## src/rtl/pulse_meter_if.sv

```systemverilog
// pulse_meter_if: trigger/mode inputs and result/strobe outputs of pulse_meter.
// master = driver of trigger/mode; slave = pulse_meter itself.
interface pulse_meter_if #(
  parameter int WIDTH = 8,
  parameter int NCH   = 2
) ();

  logic [NCH-1:0]       trigger;
  logic                 mode;
  logic                 reset;
  logic [NCH*WIDTH-1:0] counter_out;
  logic [NCH-1:0]       valid;
  logic [NCH-1:0]       overflow;

  modport master (
    output trigger,
    output mode,
    input  reset,
    input  counter_out,
    input  valid,
    input  overflow
  );

  modport slave (
    input  trigger,
    input  mode,
    output reset,
    output counter_out,
    output valid,
    output overflow
  );

endinterface

```

## src/rtl/pulse_meter.sv

```systemverilog
// pulse_meter: per-channel low-time / period meter plus periodic AFE reset.
// Ports: clk, n_rst (async, active-low), bus (pulse_meter_if.slave):
//   trigger[NCH] in, mode in (0 low-time, 1 period), reset out,
//   counter_out[NCH*WIDTH] out, valid[NCH] out, overflow[NCH] out.
// Option: define PULSE_METER_SYNC_EN for a 2-flop trigger synchronizer.
module pulse_meter #(
  parameter int WIDTH      = 8,
  parameter int NCH        = 2,
  parameter int RST_PERIOD = 250
) (
  input  logic         clk,
  input  logic         n_rst,
  pulse_meter_if.slave bus
);

  localparam int DW = $clog2(RST_PERIOD + 1);

  localparam logic [WIDTH-1:0] CMAX = '1;
  localparam logic [DW-1:0]    DTC  = DW'(RST_PERIOD);

  logic [NCH-1:0] w_trig_s;

`ifdef PULSE_METER_SYNC_EN
  logic [NCH-1:0] r_sync1;
  logic [NCH-1:0] r_sync2;

  always_ff @(posedge clk or negedge n_rst) begin
    if (!n_rst) begin
      r_sync1 <= '0;
      r_sync2 <= '0;
    end else begin
      r_sync1 <= bus.trigger;
      r_sync2 <= r_sync1;
    end
  end

  assign w_trig_s = r_sync2;
`else
  assign w_trig_s = bus.trigger;
`endif

  // Registered mode; a change disarms
  // every channel for that cycle.
  logic r_mode;
  logic w_mchg;

  always_ff @(posedge clk or negedge n_rst) begin
    if (!n_rst) begin
      r_mode <= 1'b0;
    end else begin
      r_mode <= bus.mode;
    end
  end

  assign w_mchg = (bus.mode != r_mode);

  // Reset-pulse divider.
  logic [DW-1:0] r_div;
  logic          r_rst;
  logic          w_tc;

  assign w_tc = (r_div == DTC);

  always_ff @(posedge clk or negedge n_rst) begin
    if (!n_rst) begin
      r_div <= '0;
      r_rst <= 1'b0;
    end else begin
      r_rst <= w_tc;
      if (w_tc) begin
        r_div <= '0;
      end else begin
        r_div <= r_div + 1'b1;
      end
    end
  end

  assign bus.reset = r_rst;

  for (genvar i = 0; i < NCH; i++) begin : g_ch

    logic [WIDTH-1:0] r_cnt;
    logic [WIDTH-1:0] r_res;
    logic             r_armed;
    logic             r_sat;
    logic             r_prev;
    logic             r_vld;
    logic             r_ovf;

    logic             w_rise;
    logic             w_fall;
    logic             w_full;
    logic [WIDTH-1:0] w_inc;
    logic             w_per;
    logic             w_arm;
    logic             w_end;

    assign w_rise = w_trig_s[i] & ~r_prev;
    assign w_fall = ~w_trig_s[i] & r_prev;

    assign w_full = (r_cnt == CMAX);
    assign w_inc  = w_full ? r_cnt
                           : r_cnt + 1'b1;

    // Period mode: every rise restarts,
    // and captures if already armed.
    assign w_per = ~w_mchg & r_mode
                 & w_rise;
    // Low-time mode: fall arms,
    // rise while armed captures.
    assign w_arm = ~w_mchg & ~r_mode
                 & w_fall;
    assign w_end = ~w_mchg & ~r_mode
                 & w_rise & r_armed;

    always_ff @(posedge clk or negedge n_rst) begin
      if (!n_rst) begin
        r_cnt   <= '0;
        r_res   <= '0;
        r_armed <= 1'b0;
        r_sat   <= 1'b0;
        r_prev  <= 1'b0;
        r_vld   <= 1'b0;
        r_ovf   <= 1'b0;
      end else begin
        r_prev <= w_trig_s[i];
        r_vld  <= 1'b0;
        r_cnt  <= w_inc;
        r_sat  <= r_sat | w_full;
        unique case (1'b1)
          w_mchg: begin
            r_armed <= 1'b0;
          end
          w_per: begin
            if (r_armed) begin
              r_res <= r_cnt;
              r_ovf <= r_sat;
              r_vld <= 1'b1;
            end
            r_cnt   <= {{(WIDTH-1){1'b0}}, 1'b1};
            r_sat   <= 1'b0;
            r_armed <= 1'b1;
          end
          w_arm: begin
            r_cnt   <= {{(WIDTH-1){1'b0}}, 1'b1};
            r_sat   <= 1'b0;
            r_armed <= 1'b1;
          end
          w_end: begin
            r_res   <= r_cnt;
            r_ovf   <= r_sat;
            r_vld   <= 1'b1;
            r_armed <= 1'b0;
          end
          default: begin
          end
        endcase
      end
    end

    assign bus.counter_out[i*WIDTH +: WIDTH] = r_res;
    assign bus.valid[i]    = r_vld;
    assign bus.overflow[i] = r_ovf;

  end

endmodule

```

## src/flat_wrapper.sv

```systemverilog
// flat-port wrapper written by rule: the top's interface ports become plain ports
module pulse_meter_flat 
#(
  parameter int WIDTH      = 8,
  parameter int NCH        = 2,
  parameter int RST_PERIOD = 250
)
  (clk, n_rst, bus_trigger, bus_mode, bus_reset, bus_counter_out, bus_valid, bus_overflow);
  pulse_meter_if #(.WIDTH(WIDTH), .NCH(NCH)) bus_i ();
  input  logic clk;
  input  logic n_rst;
  input wire logic [$bits(bus_i.trigger)-1:0] bus_trigger;
  input wire logic [$bits(bus_i.mode)-1:0] bus_mode;
  output wire logic [$bits(bus_i.reset)-1:0] bus_reset;
  output wire logic [$bits(bus_i.counter_out)-1:0] bus_counter_out;
  output wire logic [$bits(bus_i.valid)-1:0] bus_valid;
  output wire logic [$bits(bus_i.overflow)-1:0] bus_overflow;
  assign bus_i.trigger = bus_trigger;
  assign bus_i.mode = bus_mode;
  assign bus_reset = bus_i.reset;
  assign bus_counter_out = bus_i.counter_out;
  assign bus_valid = bus_i.valid;
  assign bus_overflow = bus_i.overflow;
  pulse_meter #(.WIDTH(WIDTH), .NCH(NCH), .RST_PERIOD(RST_PERIOD)) u_core (.clk(clk), .n_rst(n_rst), .bus(bus_i));
endmodule
```

## config.mk

```make
export PLATFORM = sky130hd
export DESIGN_NAME = pulse_meter_flat
export DESIGN_NICKNAME = d
export VERILOG_FILES = /design/src/rtl/pulse_meter_if.sv /design/src/rtl/pulse_meter.sv /design/src/flat_wrapper.sv
export SDC_FILE = /design/constraint.sdc
export NUM_CORES = 1
export LEC_CHECK = 0
export CAP_MARGIN = 20
export CORE_MARGIN = 1.5
export CORE_UTILIZATION = 60
export DETAILED_ROUTE_END_ITERATION = 6
export PLACE_DENSITY = 0.84
export SKIP_CTS_REPAIR_TIMING = 1
export SLEW_MARGIN = 0
export SYNTH_ARGS = -nofsm -noshare
export SYNTH_HDL_FRONTEND = slang
export SYNTH_SLANG_ARGS = --single-unit
```

## constraint.sdc

```tcl
create_clock -name clk -period 3.4 [get_ports clk]
set_input_delay 0.68 -clock clk [delete_from_list [all_inputs] [get_ports clk]]
set_output_delay 0.68 -clock clk [all_outputs]
set_load 0.02 [all_outputs]
```

==> summary.md, run 1 <==
| Metric | Value |
|---|---|
| Outcome | `complete, no violations` |
| Worst setup SP type | `input port` |
| Ys async rst share | `1.00` |
| Antenna violations before repair | `0` |
| WP buf/inv | `2` |
| Area grow syn2layout | `13.1%` |
| Vias in the first global route | `approximately 1600` |
| Final period util | `0.705` |
| Final WL | `4270 um` |
| Area of the multi-input gates | `about 1100 um2` |
| Die ar. | `between 4000 and 5000 um2` |
| Pre-CTS setup slack | `about 0.67 ns` |
| Core box area | `a little under 4000 um2` |
| Final hold violation count | `0` |
| Post-Synthesis Cells | `210` |
| R2R Path Start | `u_core.r_mode` |
| Max Root-Sink Buffers | `2` |
| Buffers added on ports | `25` |
| Sequential area share after synthesis | `0.530` |
| WP data arrival | `between 2 and 3 ns` |
| Fillers | `roughly 300` |
| Setup WS post-layout | `1.00 ns` |
| CTS HTree Levels | `2` |
| Clock transition at path regs | `roughly 0.090 ns` |
| Total number of vias | `1700` |
| Fraction of layout cells with a size suffix above 1 | `0.129` |
| Final GP Congestion | `0.822` |
| DR pass1 iterations | `4` |
| Chip width | `66.9 um` |
| DPL Wire Length | `~3100 um` |
| Tmin final | `2.40 ns` |
| Die Ht | `~67 um` |
| Setup TNS | `0 ns` |
| Crit-path cells | `clkdlybuf4s50_1 > inv_1 > ha_1 > or2_1 > and4b_1 > mux2_4` |
| WL per Instance | `roughly 15 um` |
| Nets | `approximately 240` |
| Pwr Total | `0.00167 W` |
| Cell Area, Synth | `~2500 um2` |
| Hold Path Class | `in -> async` |
| Final Cell Area | `around 2800 um2` |
| Slew margin rel. | `0.514` |
| IO Pins | `26` |
| Top Usage Layer GRT | `met2` |
| CTS buffer count | `5` |
| Worst path slowest cell | `and4b_1` |
| Routed Antenna Nets | `0` |
| Synth cell types | `between 40 and 50` |
| First-pass GRT wire length | `roughly 7500 um` |
| Storage cell area | `1300 um2` |
| Total global-route track usage | `0.223` |
| Met1 Track Usage GR | `0.286` |
| N_diodes | `0` |
| Initial DRC Count | `110` |
| TritonCTS clock tree | `done` |
| Root buffer cell | `clkbuf_8` |
| CP endpoint kind | `flop` |
| Met3 usage | `0.0422` |
| Yosys reg bits | `52` |
| Drc violations | `0` |
| Initial Utilization | `0.618` |
| Mapped Avg Cell Area | `around 12 um2` |
| Clk Latency, worst-skew pair | `about 0.3 ns` |
| Ys Warns | `0` |
| Synthesized net count | `about 220` |
| EDFF count, synth | `0` |
| Worst EP required | `roughly 3.6 ns` |
| Critical path fanouts, max | `10` |
| Setup CP Type | `in -> reg` |
| Worst Max-Slew Pin Slew | `between 0.7 and 0.8 ns` |
| Via density | `roughly 6` |
| Fmax | `approximately 420 MHz` |
| Largest stage delay, worst path | `0.62 ns` |
| # rows | `23` |
| Ys flop type | `dfrtp_1` |
| Grt ovf | `0` |
| Max-slew violation count | `0` |
| Largest net degree at the start of global routing | `34` |
| Worst reg2reg path depth | `5` |
| RSZ-0062 raised after global routing | `no` |
| Max cap viols | `0` |
| Met2 usage | `0.366` |
| PD cells | `603 nW/um2` |
| Family with the most delay on the worst path | `simple AND/OR/NAND/NOR gates` |
| Sink Count | `52` |
| Clk_skew | `~0.0058 ns` |
| R2r setup slk | `between 1 and 1.5 ns` |
| Final setup violation count | `0` |
| Worst IR Drop VDD | `~0.00035 V` |
| Crit Reg-Reg Endpoint | `u_core.g_ch[1].r_res[4]` |
| Placed Area | `about 2700 um2` |
| Leakage | `1.23 nW` |
-- flip-flops by register name, indices dropped and copies added (netlist names) --
| name | count |
|---|---|
| u_core.g_ch.r_ovf | 2 |
| u_core.g_ch.r_res | 16 |
| u_core.g_ch.r_armed | 2 |
| u_core.g_ch.r_prev | 2 |
| u_core.g_ch.r_vld | 2 |
| u_core.bus.reset | 1 |
| u_core.r_div | 8 |
| u_core.g_ch.r_cnt | 16 |
| u_core.r_mode | 1 |
| u_core.g_ch.r_sat | 2 |
-- per-stage QoR --
| stage | std cells | hold WS [ns] | utilization |
|---|---|---|---|
| after global routing | 283 | 0.489 | 0.699 |
| after floorplan | 210 | 0.384 | - |
| after global placement | 276 | 0.485 | 0.679 |
| after detailed placement | 276 | 0.491 | 0.679 |
| final | 283 | 0.431 | 0.699 |
| after CTS | 283 | 0.443 | 0.699 |
-- logic make-up after synthesis --
kind of cell | after synthesis | share of synthesized area
simple gates | 72 | 0.169
flops | 52 | 0.530
compound gates | 39 | 0.0938
mux | 22 | 0.127
buf+inv | 16 | 0.0382
fa+ha+maj | 6 | 0.0306
xor+xnor | 3 | 0.0107
-- layout by cell type (no fill, tap or decap), drive strengths merged, types with 3 or more instances in the layout --
cell type and instances:
dfrtp 52, clkdlybuf4s50 24, mux2 20, a21oi 15, nand3 11, nor2 11, o21ai 10, nand2 7
inv 6, and3 6, ha 6, clkbuf 6, and4 5, or3 5, nor3 5, nand3b 4
nand4 4, a211oi 4, a31oi 4, nand2b 3
-- power breakdown --
part / total, W / internal, W / switching (W) / leakage [nW]
Sequential: 0.000885 / 0.000741 / 0.000143 / 0.674
Clock: 0.000323 / 0.000140 / 0.000182 / 0.0410
Combinational: 0.000466 / 0.000258 / 0.000208 / 0.517
Total: 0.00167 / 0.00114 / 0.000534 / 1.23
-- worst max-delay path by stage --
stage             start  slack [ns]  depth (start not counted)                 endpoint
2_1_floorplan  bus_mode        1.48                          6     u_core.g_ch[1].r_ovf
3_3_place_gp   bus_mode        0.76                          6     u_core.g_ch[0].r_ovf
4_1_cts        bus_mode         1.0                          6  u_core.g_ch[0].r_res[3]
5_1_grt        bus_mode        0.89                          6  u_core.g_ch[0].r_res[6]
3_5_place_dp   bus_mode        0.67                          6  u_core.g_ch[0].r_res[3]
6_report       bus_mode        1.00                          6  u_core.g_ch[1].r_res[4]
-- layout make-up --
type,instances,area share
flip-flops and latches,52,0.469
multi-input cells,142,0.381
repair buffers,26,0.0911
clock buffers,6,0.0261
well taps,50,0.0225
inverters,6,0.00812
clock inverters,1,0.00180
-- layer usage --
metal  up-vias  share of wire  wire length [um]
met4         0          0.017                72
met3         7          0.032               135
met2        40           0.50              2120
met1       838           0.46              1950
li1        815              -                 -
met5         -              0                 0
-- synth_stat cells, types with 3 or more instances --
| master | number | area, um2 |
|---|---|---|
| nor2_1 | 11 | 41.3 |
| mux2_4 | 18 | 270 |
| buf_4 | 4 | 30.0 |
| nor3_1 | 5 | 25.0 |
| and4_1 | 5 | 43.8 |
| o21ai_0 | 9 | 45.0 |
| dfrtp_1 | 52 | 1300 |
| a21oi_1 | 15 | 75.1 |
| nand2_1 | 7 | 26.3 |
| inv_1 | 6 | 22.5 |
| a211oi_1 | 4 | 30.0 |
| ha_1 | 6 | 75.1 |
| nand3_1 | 11 | 55.1 |
| nand2b_1 | 3 | 18.8 |
| nand3b_1 | 4 | 30.0 |
| or3_1 | 5 | 31.3 |
| nand4_1 | 4 | 25.0 |
| a31oi_1 | 4 | 25.0 |
| and3_1 | 6 | 37.5 |
(Power assumes the default switching activity.)
==> run 2, diff against run 1 <==
- CORE_UTILIZATION: 60 -> 56
- PLACE_DENSITY: 0.84 -> 0.79
- clock period: 3.4 -> 2.3 ns (I/O delays scaled with it)
==> run 2 against run 1 <==
Final cell count increased by 1.8%. Worst setup slack worse by 0.68 ns. Sequential power grew 48%. Combinational power rose by 48%. Via count down 0.29%. Global-route usage down 3.3 points. Clock power is 47% higher. Die area is 6.8% higher. First-iteration DRC count is 5.5% lower. Clock skew increased by 0.0018 ns. Routed wire length down 2.9%. Critical endpoint unchanged. Largest power group unchanged. Highest routed layer unchanged.
==> summary.md, run 2 (synthesized netlist as in run 1, its figures left out) <==
| Metric | Value |
|---|---|
| Fraction of layout cells with a size suffix above 1 | `0.147 (+0.0183)` |
| Max cap viols | `0 (unchanged)` |
| Drc violations | `0 (unchanged)` |
| Clk network pwr share | `0.192 (about the same)` |
| Worst EP required | `2.48 ns (-1.11 ns)` |
| Util after Layout | `0.690 (-0.00923)` |
| Grt ovf | `0 (unchanged)` |
| Die ar. | `4790 um2 (+6.8%)` |
| Worst setup SP type | `input port` |
| Total number of vias | `1695 (-0.29%)` |
| Total global-route track usage | `0.190 (-0.0329)` |
| Tmin final | `around 2.0 ns` |
| DPL Wire Length | `2760 um (-10%)` |
| Buffers added on ports | `25 (unchanged)` |
| Max Root-Sink Buffers | `2 (unchanged)` |
| Final setup violation count | `0 (unchanged)` |
| Antenna violations before repair | `0 (unchanged)` |
| Comb pwr share | `0.279 (about the same)` |
| Final hold violation count | `0 (unchanged)` |
| Worst IR Drop VDD | `0.000460 V (+32%)` |
| Pwr Total | `0.00248 W (+48%)` |
| RSZ-0062 raised after global routing | `no` |
| Final Non-Filler Cells | `288 (+1.8%)` |
| Largest net degree at the start of global routing | `53 (+56%)` |
| Fmax | `between 500 and 600 MHz` |
| Sw Ratio | `0.318 (-0.00111)` |
| Sw power | `0.000787 W (+47%)` |
| Max-slew violation count | `0 (unchanged)` |
| Pre-CTS setup slack | `0.00426 ns (-0.667 ns)` |
| Chip width | `69.2 um (+3.4%)` |
| Clk_skew | `0.00764 ns (+0.00182 ns)` |
| Sink Count | `52 (unchanged)` |
| Final period util | `0.861` |
| CTS HTree Levels | `2 (unchanged)` |
| Routed Antenna Nets | `0 (unchanged)` |
| Nets | `249 (+2.0%)` |
| Setup WS post-layout | `0.320 ns (-0.683 ns)` |
| Largest regs | `u_core.g_ch.r_cnt x16, u_core.g_ch.r_res x16, u_core.r_div x8` |
| Worst reg2reg path depth | `6 (+1)` |
| CP startpoint | `bus_mode` |
| R2R Path Start | `u_core.r_mode` |
| Core box area | `4120 um2 (+3.6%)` |
| CP Capture Point | `u_core.g_ch[1].r_res[4]` |
| Register share of total power | `0.529 (about the same)` |
| Setup TNS | `0 ns (unchanged)` |
| Hold Path Class | `in -> async` |
| WP data arrival | `2.16 ns (-0.42 ns)` |
| DR pass1 iterations | `4 (unchanged)` |
| Leakage | `1.26 nW (+2.6%)` |
| Die Ht | `69.2 um (+3.4%)` |
| Vias in the first global route | `1590 (-3.3%)` |
| Worst Max-Slew Pin Slew | `0.670 ns (-0.0582 ns)` |
| CTS buffer count | `5 (unchanged)` |
| Initial DRC Count | `104 (-5.5%)` |
| Most frequent cells in the layout | `dfrtp_1 (52), clkdlybuf4s50_1 (24), mux2_4 (18)` |
| Via density | `5.89 (-2.0%)` |
| Root buffer cell | `clkbuf_8` |
| IO Pins | `26 (unchanged)` |
| Placed cells | `281 (+1.8%)` |
| Slew margin rel. | `0.550 (+0.0358)` |
| Outcome | `complete, no violations` |
| # rows | `23 (unchanged)` |
| First-pass GRT wire length | `7380 um (-1.2%)` |
| Clk Latency, worst-skew pair | `0.29 ns (about the same)` |
| Commonest non-fill, non-tap cell in the layout | `dfrtp_1` |
| Area grow syn2layout | `15.7%` |
| Initial Utilization | `0.596 (-0.0216)` |
| WL per Instance | `14.4 um (-4.6%)` |
| N_diodes | `0 (unchanged)` |
| Final WL | `4150 um (-2.9%)` |
| PD cells | `872 nW/um2 (+45%)` |
| Crit Reg-Reg Endpoint | `u_core.g_ch[1].r_res[4]` |
| Final GP Congestion | `0.813 (-1.1%)` |
| Clock transition at path regs | `0.08 ns (about the same)` |
| TritonCTS clock tree | `done` |
| Critical path fanouts, max | `9 (-1)` |
| Setup CP Type | `in -> reg` |
| CP endpoint kind | `flop` |
| R2r setup slk | `0.65 ns (-0.81 ns)` |
| Int Pwr | `0.00169 W (+48%)` |
## run 2: changes by cell type in the layout (fill, tap and decap cells not counted)
cell / before / now
buf_12: 0 / 2
buf_4: 1 / 4
## run 2: power by group through the flow
stage / registers (W) / logic, W / clock network, W
6_report: 0.00131 / 0.000691 / 0.000475
5_1_grt: 0.00134 / 0.000756 / 0.000537
4_1_cts: 0.00131 / 0.000698 / 0.000497
3_5_place_dp: 0.00132 / 0.000697 / 0
3_3_place_gp: 0.00132 / 0.000679 / 0
2_1_floorplan: 0.00135 / 0.000381 / 0
## run 2: worst min-delay path by stage
stage | startpoint | endpoint | slack (ns) | cells past startpoint
finish | n_rst | u_core.r_div[7] | 0.26 | 2
global placement | u_core.g_ch[0].r_sat | u_core.g_ch[0].r_sat | 0.48 | 2
global route | n_rst | u_core.r_div[2] | 0.32 | 2
detailed placement | u_core.g_ch[1].r_res[7] | u_core.g_ch[1].r_res[7] | 0.49 | 1
CTS | n_rst | u_core.g_ch[0].r_res[5] | 0.28 | 2
floorplan | n_rst | u_core.bus.reset | 0.16 | 0
## run 2: critical path, cell delays in order
cell and delay (ns):
clkdlybuf4s50_1 0.50, inv_1 0.06, ha_1 0.20, or2_1 0.25, and4b_1 0.24, buf_12 0.16, mux2_4 0.29
## run 2: stage by stage
stage	cell area (um2)	hold WS (ns)
final	2840	0.265
after global routing	2840	0.322
after CTS	2840	0.284
after detailed placement	2760	0.493
after global placement	2760	0.484
after floorplan	2450	0.164
## run 2: cell type report
type                    instances  area [um2]
flip-flops and latches         52        1300
well taps                      50        62.6
inverters                       6        22.5
clock inverters                 1        5.00
clock buffers                   6        72.6
fillers                       318        1280
repair buffers                 31         315
multi-input cells             142        1060
## run 2: layer usage
metal | wire length (um) | GRT usage | vias up
li1 | - | - | 820
met1 | 2030 | 0.269 | 832
met2 | 1940 | 0.288 | 41
met3 | 152 | 0.0494 | 2
met4 | 24 | 0.0632 | 0
met5 | 0 | 0 | -
==> run 3, diff against run 2 <==
- CTS_CLUSTER_DIAMETER: not set -> 200
- CTS_CLUSTER_SIZE: not set -> 30
==> results of run 3 <==
Same layout as run 2: the final DEF is identical, and so are final timing and power.
